--- src/rtl/spi_flash_pkg.sv ---
// Shared definitions for the SPI flash command sequencer and the command engine.
// Command codes, status bit positions, error codes and FSM/phase encodings.
package spi_flash_pkg;

  localparam logic [2:0] CMD_IDLE      = 3'b000;
  localparam logic [2:0] CMD_WRITE     = 3'b001;
  localparam logic [2:0] CMD_RD_STATUS = 3'b010;
  localparam logic [2:0] CMD_WR_DATA   = 3'b011;
  localparam logic [2:0] CMD_RD_DATA   = 3'b100;

  localparam int unsigned STAT_WIP = 0;
  localparam int unsigned STAT_WEL = 1;

  localparam logic [1:0] ERR_NONE    = 2'b00;
  localparam logic [1:0] ERR_WEL     = 2'b01;
  localparam logic [1:0] ERR_TIMEOUT = 2'b10;

  typedef enum logic [2:0] {S_IDLE, S_ISSUE, S_WAIT, S_GAP, S_DONE, S_ERR} state_e;
  typedef enum logic [2:0] {PH_WREN, PH_CHKWEL, PH_WDATA, PH_POLL, PH_RDATA} phase_e;

  function automatic logic [2:0] phase_cmd(input phase_e ph);
    case (ph)
      PH_WREN:   return CMD_WRITE;
      PH_CHKWEL: return CMD_RD_STATUS;
      PH_WDATA:  return CMD_WR_DATA;
      PH_POLL:   return CMD_RD_STATUS;
      PH_RDATA:  return CMD_RD_DATA;
      default:   return CMD_IDLE;
    endcase
  endfunction

endpackage

--- src/rtl/spi_poll_timer.sv ---
// Inter-command gap down-counter and saturating busy-poll counter.
module spi_poll_timer #(
  parameter int unsigned POLL_MAX = 255,
  parameter int unsigned POLL_GAP = 16
) (
  input  logic clk,
  input  logic rst,
  input  logic start,
  input  logic long_gap,
  input  logic poll_clr,
  input  logic poll_inc,
  output logic tick_done,
  output logic limit_hit
);

  localparam int unsigned GapW = (POLL_GAP < 1) ? 1 : $clog2(POLL_GAP + 1);
  localparam logic [7:0] PollLim = (POLL_MAX > 255) ? 8'hff : 8'(POLL_MAX);

  logic [GapW-1:0] gap_cnt;
  logic [7:0]      poll_cnt;
  logic [7:0]      poll_sat;

  // A short gap loads zero so the sequencer spends exactly one cycle in S_GAP.
  always_ff @(posedge clk) begin
    if (rst) begin
      gap_cnt <= '0;
    end else if (start) begin
      gap_cnt <= long_gap ? GapW'(POLL_GAP) : '0;
    end else if (gap_cnt != '0) begin
      gap_cnt <= gap_cnt - GapW'(1);
    end
  end

  always_ff @(posedge clk) begin
    if (rst || poll_clr) begin
      poll_cnt <= 8'h00;
    end else if (poll_inc) begin
      poll_cnt <= poll_sat;
    end
  end

  assign poll_sat  = (poll_cnt == 8'hff) ? 8'hff : poll_cnt + 8'd1;
  assign limit_hit = (poll_sat >= PollLim);
  assign tick_done = (gap_cnt == '0);

endmodule

--- src/rtl/spi_flash_seq.sv ---
// Turns one host page-write / block-read request into the ordered engine
// commands, handling status polling, poll pacing and timeout.
module spi_flash_seq
  import spi_flash_pkg::*;
#(
  parameter int unsigned POLL_MAX = 255,
  parameter int unsigned POLL_GAP = 16
) (
  input  logic       clk,
  input  logic       rst,
  input  logic       req,
  input  logic       op_wr,
  output logic       busy,
  output logic       done,
  output logic       error,
  output logic [1:0] err_code,
  output logic [2:0] controll,
  output logic       enable,
  input  logic       eng_done,
  input  logic [7:0] eng_status
);

  state_e     state;
  phase_e     phase;
  phase_e     phase_next;
  logic       op_wr_q;
  logic       accept;
  logic       t_start, t_long, p_clr, p_inc;
  logic       tick_done, limit_hit;
  logic       go_done, go_err;
  logic [1:0] err_next;
  logic       unused_status;

  assign unused_status = ^eng_status[7:2];

  // A completion coinciding with the issue pulse belongs to no command of ours.
  assign accept = (state == S_WAIT) && eng_done && !enable;

  always_comb begin
    t_start    = 1'b0;
    t_long     = 1'b0;
    p_clr      = 1'b0;
    p_inc      = 1'b0;
    go_done    = 1'b0;
    go_err     = 1'b0;
    err_next   = ERR_NONE;
    phase_next = phase;
    if (state == S_IDLE && req) p_clr = 1'b1;
    if (accept) begin
      case (phase)
        PH_WREN: begin
          phase_next = PH_CHKWEL;
          t_start    = 1'b1;
        end
        PH_CHKWEL: begin
          if (eng_status[STAT_WEL]) begin
            phase_next = PH_WDATA;
            t_start    = 1'b1;
          end else begin
            go_err   = 1'b1;
            err_next = ERR_WEL;
          end
        end
        PH_WDATA: begin
          phase_next = PH_POLL;
          t_start    = 1'b1;
          p_clr      = 1'b1;
        end
        PH_POLL: begin
          if (eng_status[STAT_WIP]) begin
            p_inc = 1'b1;
            if (limit_hit) begin
              go_err   = 1'b1;
              err_next = ERR_TIMEOUT;
            end else begin
              t_start = 1'b1;
              t_long  = 1'b1;
            end
          end else if (op_wr_q) begin
            go_done = 1'b1;
          end else begin
            phase_next = PH_RDATA;
            t_start    = 1'b1;
          end
        end
        default: go_done = 1'b1;
      endcase
    end
  end

  always_ff @(posedge clk) begin
    if (rst) begin
      state    <= S_IDLE;
      phase    <= PH_WREN;
      op_wr_q  <= 1'b0;
      busy     <= 1'b0;
      done     <= 1'b0;
      error    <= 1'b0;
      err_code <= ERR_NONE;
      controll <= CMD_IDLE;
      enable   <= 1'b0;
    end else begin
      enable <= 1'b0;
      done   <= 1'b0;
      error  <= 1'b0;
      unique case (state)
        S_IDLE: begin
          busy     <= 1'b0;
          controll <= CMD_IDLE;
          if (req) begin
            op_wr_q  <= op_wr;
            err_code <= ERR_NONE;
            phase    <= op_wr ? PH_WREN : PH_POLL;
            state    <= S_ISSUE;
          end
        end
        S_ISSUE: begin
          busy     <= 1'b1;
          controll <= phase_cmd(phase);
          enable   <= 1'b1;
          state    <= S_WAIT;
        end
        S_WAIT: begin
          if (accept) begin
            phase <= phase_next;
            if (go_err) begin
              err_code <= err_next;
              state    <= S_ERR;
            end else if (go_done) begin
              state <= S_DONE;
            end else begin
              state <= S_GAP;
            end
          end
        end
        S_GAP: if (tick_done) state <= S_ISSUE;
        S_DONE: begin
          done     <= 1'b1;
          controll <= CMD_IDLE;
          state    <= S_IDLE;
        end
        S_ERR: begin
          error    <= 1'b1;
          controll <= CMD_IDLE;
          state    <= S_IDLE;
        end
        default: state <= S_IDLE;
      endcase
    end
  end

  spi_poll_timer #(
    .POLL_MAX(POLL_MAX),
    .POLL_GAP(POLL_GAP)
  ) u_timer (
    .clk      (clk),
    .rst      (rst),
    .start    (t_start),
    .long_gap (t_long),
    .poll_clr (p_clr),
    .poll_inc (p_inc),
    .tick_done(tick_done),
    .limit_hit(limit_hit)
  );

endmodule

--- config.mk ---
export PLATFORM = sky130hd
export DESIGN_NAME = spi_flash_seq
export DESIGN_NICKNAME = d
export VERILOG_FILES = /design/src/rtl/spi_flash_pkg.sv /design/src/rtl/spi_poll_timer.sv /design/src/rtl/spi_flash_seq.sv
export SDC_FILE = /design/constraint.sdc
export NUM_CORES = 1
export LEC_CHECK = 0
export ABC_AREA = 0
export CORE_MARGIN = 3
export CORE_UTILIZATION = 40
export CTS_CLUSTER_SIZE = 20
export DETAILED_ROUTE_END_ITERATION = 8
export SYNTH_ARGS = -nofsm -noshare
export SYNTH_HDL_FRONTEND = slang
export SYNTH_SLANG_ARGS = --single-unit
--- constraint.sdc ---
create_clock -name clk -period 2.6 [get_ports clk]
set_clock_uncertainty 0.05 [all_clocks]
set_input_delay 0.52 -clock clk [delete_from_list [all_inputs] [get_ports clk]]
set_output_delay 0.52 -clock clk [all_outputs]
set_load 0.02 [all_outputs]
[After elaboration in Yosys (flattened, before gate mapping)]
Cells that the tools add are included.
Cells by class
  multiplexer cells: 56
  add/sub/neg operators: 2
  reductions and logical operators: 21
  order comparisons: 1
  divide/modulo/power cells: 0
  multipliers: 0
  bitwise operators: 0
  equal/unequal tests: 18
  shift-type cells: 0
Operators by type and width (number)
  $pmux 3 s4: 3
  $mux 3: 10
  $mux 1: 25
  $mux 5: 3
  $eq 3x2->1 const B: 4
  $mux 2: 6
  $pmux 3 s2: 2
  $eq 3x3->1 const B: 3
  $ne 3x3->1 const B: 3
  $add 8x1->8 const B: 1
  $eq 8x8->1 const B: 1
  $ge 8x8->1 const B: 1
  $mux 8: 1
  $ne 2x2->1 const B: 4
  $pmux 2 s2: 2
  $reduce_bool 2->1: 4
  $reduce_and 7->1: 1
  $eq 3x1->1 const B: 2
  $logic_not 3->1: 2
  $pmux 1 s2: 3
  $reduce_or 3->1: 2
  $logic_not 5->1: 1
  $ne 5x1->1 const B: 1
  $reduce_bool 5->1: 1
  9 further kinds: 12
Storage, ports and cells
  ROM bits: 0
  memories kept: 0
  logic and storage cells: 109
  input port bits: 13
  output and inout bits: 9
  memory bits (writable): 0
  bits in registers: 29
  latch bits: 0

[Logic depth before layout (Yosys ltp)]
  depth after elaboration: 10
  depth in mapped cells: 7
  gate-level depth less buffers: 7

[Cells and area by module]
A second synthesis with hierarchy kept.
Second synthesis, totals
  cells, all modules: 164
  area total of the unflattened synthesis: 1497.7 um^2
Modules (own cells, without submodules)
  spi_flash_seq: instances 1, sequential area each 320.3 um^2, area an instance 839.6 um^2, cells an instance 92
  spi_poll_timer: instances 1, sequential area each 260.2 um^2, area an instance 658.1 um^2, cells an instance 72

[Worst setup path after synthesis]
No wires, ideal clock.
  path kind: register -> register
  from: register state[0]
  to: register u_timer.poll_cnt[6]
  data arrival time: 1.866 ns
  period minus slack after synthesis: 2.044 ns
  cell stages (with the launch flop): 8
  data required time: 2.422 ns
  path buffers: 2
  library setup time: 0.128 ns
  path slack: 0.556 ns
  cell sequence: dfxtp_1 -> buf_6 -> or3b_4 -> or3_1 -> buf_2 -> or3_4 -> nor3_2 -> a211oi_2
On the way
  cells in the longest elaborated chain, start to end: 6
  elaborated cells between the ends (all ways): 10
  classes of those cells: eq/ne: 1; mux: 4; reduce/logical: 5
Ends and longest elaborated chain
  start, declared: line spi_flash_seq.sv:23  | state_e state;
  start signal, assigned: line spi_flash_seq.sv:93  | state <= S_IDLE;
  start signal, assigned: line spi_flash_seq.sv:114  | state <= S_ISSUE;
  start signal, assigned: line spi_flash_seq.sv:121  | state <= S_WAIT;
  $logic_not 3->1: line spi_flash_seq.sv:48  | if (state == S_IDLE && req) p_clr = 1'b1;
  $logic_and 1x1->1: line spi_flash_seq.sv:48
  $mux 1: line spi_flash_seq.sv:48
  $mux 1: line spi_flash_seq.sv:50  | case (phase)
  $mux 1: line spi_flash_seq.sv:49  | if (accept) begin
  $logic_or 1x1->1: line spi_poll_timer.sv:35  | if (rst || poll_clr) begin
  end signal, assigned: line spi_poll_timer.sv:38  | poll_cnt <= poll_sat;
  end, declared: line spi_poll_timer.sv:20  | logic [7:0] poll_cnt;
Parallel ways exist; a longest one is shown, timed or not.
A chain may end at the register's enable or synchronous reset.

[Worst setup path after layout]
  from: input eng_status[0]
  to: register phase[0]
On the way
  cells in the longest elaborated chain, start to end: 2
Ends and longest elaborated chain
  start, declared: line spi_flash_seq.sv:20  | input logic [7:0] eng_status
  $ne 3x3->1 (no source line)
  $reduce_and 7->1 (no source line)
  end signal, assigned: line spi_flash_seq.sv:113  | phase <= op_wr ? PH_WREN : PH_POLL;
  end signal, assigned: line spi_flash_seq.sv:125  | phase <= phase_next;
  end, declared: line spi_flash_seq.sv:24  | phase_e phase;
No other way between the ends.

==> results.tsv <==
stage	metric	value	unit
place	pre-CTS setup slack	0.08434	ns
yosys	top-count cell post-synth	nor2_1	
critical_path	WP data arrival	2.42	ns
routing	DR vias	1475	
yosys	Post-Syn Area	0.001599	sq mm
die	full die area	0.004792	sq mm
flow_run	Max Cap Viol	0	
routing	DRT iter0 DRCs	155	
yosys	Synth area leaders	dfxtp_1 36%, nor2_1 7.7%, nand2_1 3.3%	
global_route	vias in the first global route	1359	
die	Vert. Die Dim	69.23	microns
worst_hold_path	hold_sp	err_code[0]$_SDFFE_PP0P_	
place	hpwl dp	2639	microns
place	RePlAce Congestion	0.8655	
finish	Layout area overhead	18.47	%
yosys	Synth cell types	53	
critical_path	CP max FO	5	
finish	layout cell share with drive strength beyond 1	12.80	%
clocking	hold_buf cts	0	
yosys	Async SR Flop Fraction	0	%
yosys	top-area cell type share of the netlist area	36.31	%
global_route	initial antenna violation count	0	
critical_path	CP Data Required Time	2.76	ns
sta	fin crit share	86.90	%
place	# port buffers	15	
sta	RSZ-0062 raised after global routing	no	
critical_path	CP endpoint kind	flop	
yosys	Warnings, synthesis	0	
pwr	Tot Pwr	1.508	mW
clocking	CTS resizes	0	
die	I/O pin count	22	
sta	Hold Fails Final Rpt	0	
yosys	Yosys reg bits	29	
sta	Slew @ Worst Pin	0.7037	ns
pwr	combinational power share	34.4	%
clocking	number of H-tree levels	2	
critical_path	Crit Path Class	in -> reg	
sta	setup TNS after final layout	0	ns
clocking	Clock Latency Late Sink	0.28	ns
finish	fin nets	226	
pwr	Switching Share	33.99	%
pwr	internal power	995.5	uW
routing	drc violations	0	
die	core area	0.003744	sq mm
pwr	Peak supply drop	0.0005295	V
global_route	total gr overflow	0	
routing	WL final	3546	microns
sta	endpoints failing setup	0	
critical_path	reg-to-reg startpoint	u_timer.poll_cnt[0]$_SDFFE_PP0P_	
sta	maximum clock rate	442.6	MHz
die	Initial Util	42.71	%
yosys	Mapped Cells	190	
routing	drt via density	5.695	
clocking	Clock Sinks	29	
yosys	cell taking the most area after synthesis	dfxtp_1	
pwr	P_leak	0.6846	nW
yosys	Synth Net Count	206	
clocking	Root Driver	clkbuf_8	
sta	worst rel slew slack	52.43	%
clocking	Reg clk slew, reported paths	0.06	ns
finish	fin util	50.60	%
worst_hold_path	hold path cells	2	
routing	Final ANT Viol Nets	0	
yosys	synthesized area per cell	8.416	sq um
clocking	CTS Buf Count	5	
outcome	status	finished, final reports clean	
clocking	CTS tree	done	
finish	Ant. Diodes	0	
die	Rows	22	
yosys	sequential area share after synthesis	36.31	%
routing	per-cell routed wire length	13.69	microns
yosys	Post-synth top cells	33 x nor2_1, 29 x dfxtp_1, 14 x nand2_1, 9 x a21oi_1, 8 x nor3_1	
global_route	first-pass GRT wire length	6092	microns
critical_path	Crit. Startpoint	eng_status[0]	
global_route	Tot GR Track Use	15.34	%
critical_path	R2R cell count	6	
pwr	Clock power frac	27.0	%
critical_path	startpoint types	input port	
pwr	P_sw	512.6	uW
sta	crit path time final	2.260	ns
sta	fin. max-slew vios	0	
worst_hold_path	Hold Crit Class	reg -> reg	
yosys	Post-synth EDFFs	0	
routing	TritonRoute pass-1 iters	4	
clocking	clk buf depth	2	
die	die width	69.23	microns
global_route	largest net degree at the start of global routing	14	
sta	Final WS setup	0.3405	ns
pwr	Sequential Power Share	38.6	%
pwr	P per Cell Area	796.1	mW/mm^2
clocking	postcts setup bufs	0	
yosys	top_reg_cell synth	dfxtp_1	
-- state kept, by name, indices dropped and copies added (netlist names) --
signal            count
enable                1
busy                  1
controll              3
phase                 3
error                 1
done                  1
err_code              2
u_timer.gap_cnt       5
state                 3
u_timer.poll_cnt      8
op_wr_q               1
-- power groups by stage --
stage	sequential [mW]	combinational, mW	clock (mW)
after floorplan	0.569	0.401	0
after detailed placement	0.590	0.512	0
after CTS	0.581	0.517	0.414
final	0.582	0.518	0.408
after global placement	0.585	0.491	0
after global routing	0.595	0.572	0.439
-- critical path, stage by stage --
cell             delay (ns)
clkdlybuf4s50_1        0.48
or3b_2                 0.47
a311oi_1               0.28
o21ai_0                0.21
a311o_1                0.32
a21oi_1                0.14
-- worst paths after layout --
path                                      to  slack (ns)
min                 err_code[0]$_SDFFE_PP0P_        0.43
min reg2reg         err_code[0]$_SDFFE_PP0P_        0.43
max reg2reg  u_timer.gap_cnt[1]$_SDFFE_PP0P_        0.39
max                    phase[0]$_SDFFE_PP0P_        0.34
-- through the flow --
step                      instances  hold slack, ns  area, sq um
after floorplan                 190          0.4176         1599
after global placement          251          0.4075         1793
after detailed placement        251          0.4140         1793
after CTS                       259          0.4269         1894
after global routing            259          0.4572         1894
final                           259          0.4258         1894
-- cell families after synthesis --
| logic type | share of synthesized area (%) |
|---|---|
| xor gates and xnor gates | 0.5478 |
| muxes | 4.538 |
| AOI/OAI and AO/OA | 18.15 |
| and+or+nand+nor | 32.87 |
| adders and majority gates | 2.348 |
| buffers and inverters | 5.242 |
| DFF | 36.31 |
-- area by class of cell --
cell class	count	area, sq um
Fill cell	380	1849
Clock buffer	7	96.34
Tap cell	48	60.06
Inverter	4	15.01
Sequential cell	29	580.6
Multi-Input combinational cell	148	934.6
Timing Repair Buffer	22	202.7
Clock inverter	1	5.005
-- placed cells by master (no fill, tap or decap), types with 2 or more instances in the layout --
| cell type | count |
|---|---|
| nor2b_1 | 2 |
| ha_1 | 3 |
| mux2i_1 | 5 |
| buf_4 | 7 |
| nand3b_1 | 3 |
| nor2_1 | 33 |
| inv_1 | 4 |
| or3_1 | 3 |
| clkdlybuf4s50_1 | 15 |
| nand4b_1 | 2 |
| a311oi_1 | 3 |
| dfxtp_1 | 29 |
| nor3b_1 | 4 |
| nand3_1 | 7 |
| nand2_1 | 14 |
| a31oi_1 | 5 |
| nand2b_1 | 3 |
| and3_1 | 3 |
| clkbuf_8 | 7 |
| a22o_1 | 3 |
| o21ai_0 | 2 |
| nor4b_1 | 4 |
| nor3_1 | 8 |
| a311o_1 | 3 |
| mux2_2 | 2 |
| a21oi_1 | 9 |
| a211oi_1 | 2 |
-- layer usage --
| metal | track usage (%) | up-vias | wire [microns] |
|---|---|---|---|
| met1 | 21.83 | 694 | 1753 |
| met2 | 21.50 | 34 | 1550 |
| li1 | - | 740 | - |
| met3 | 4.203 | 7 | 173 |
| met4 | 6.725 | 0 | 69 |
| met5 | 0 | - | 0 |
(Power assumes the default switching activity.)
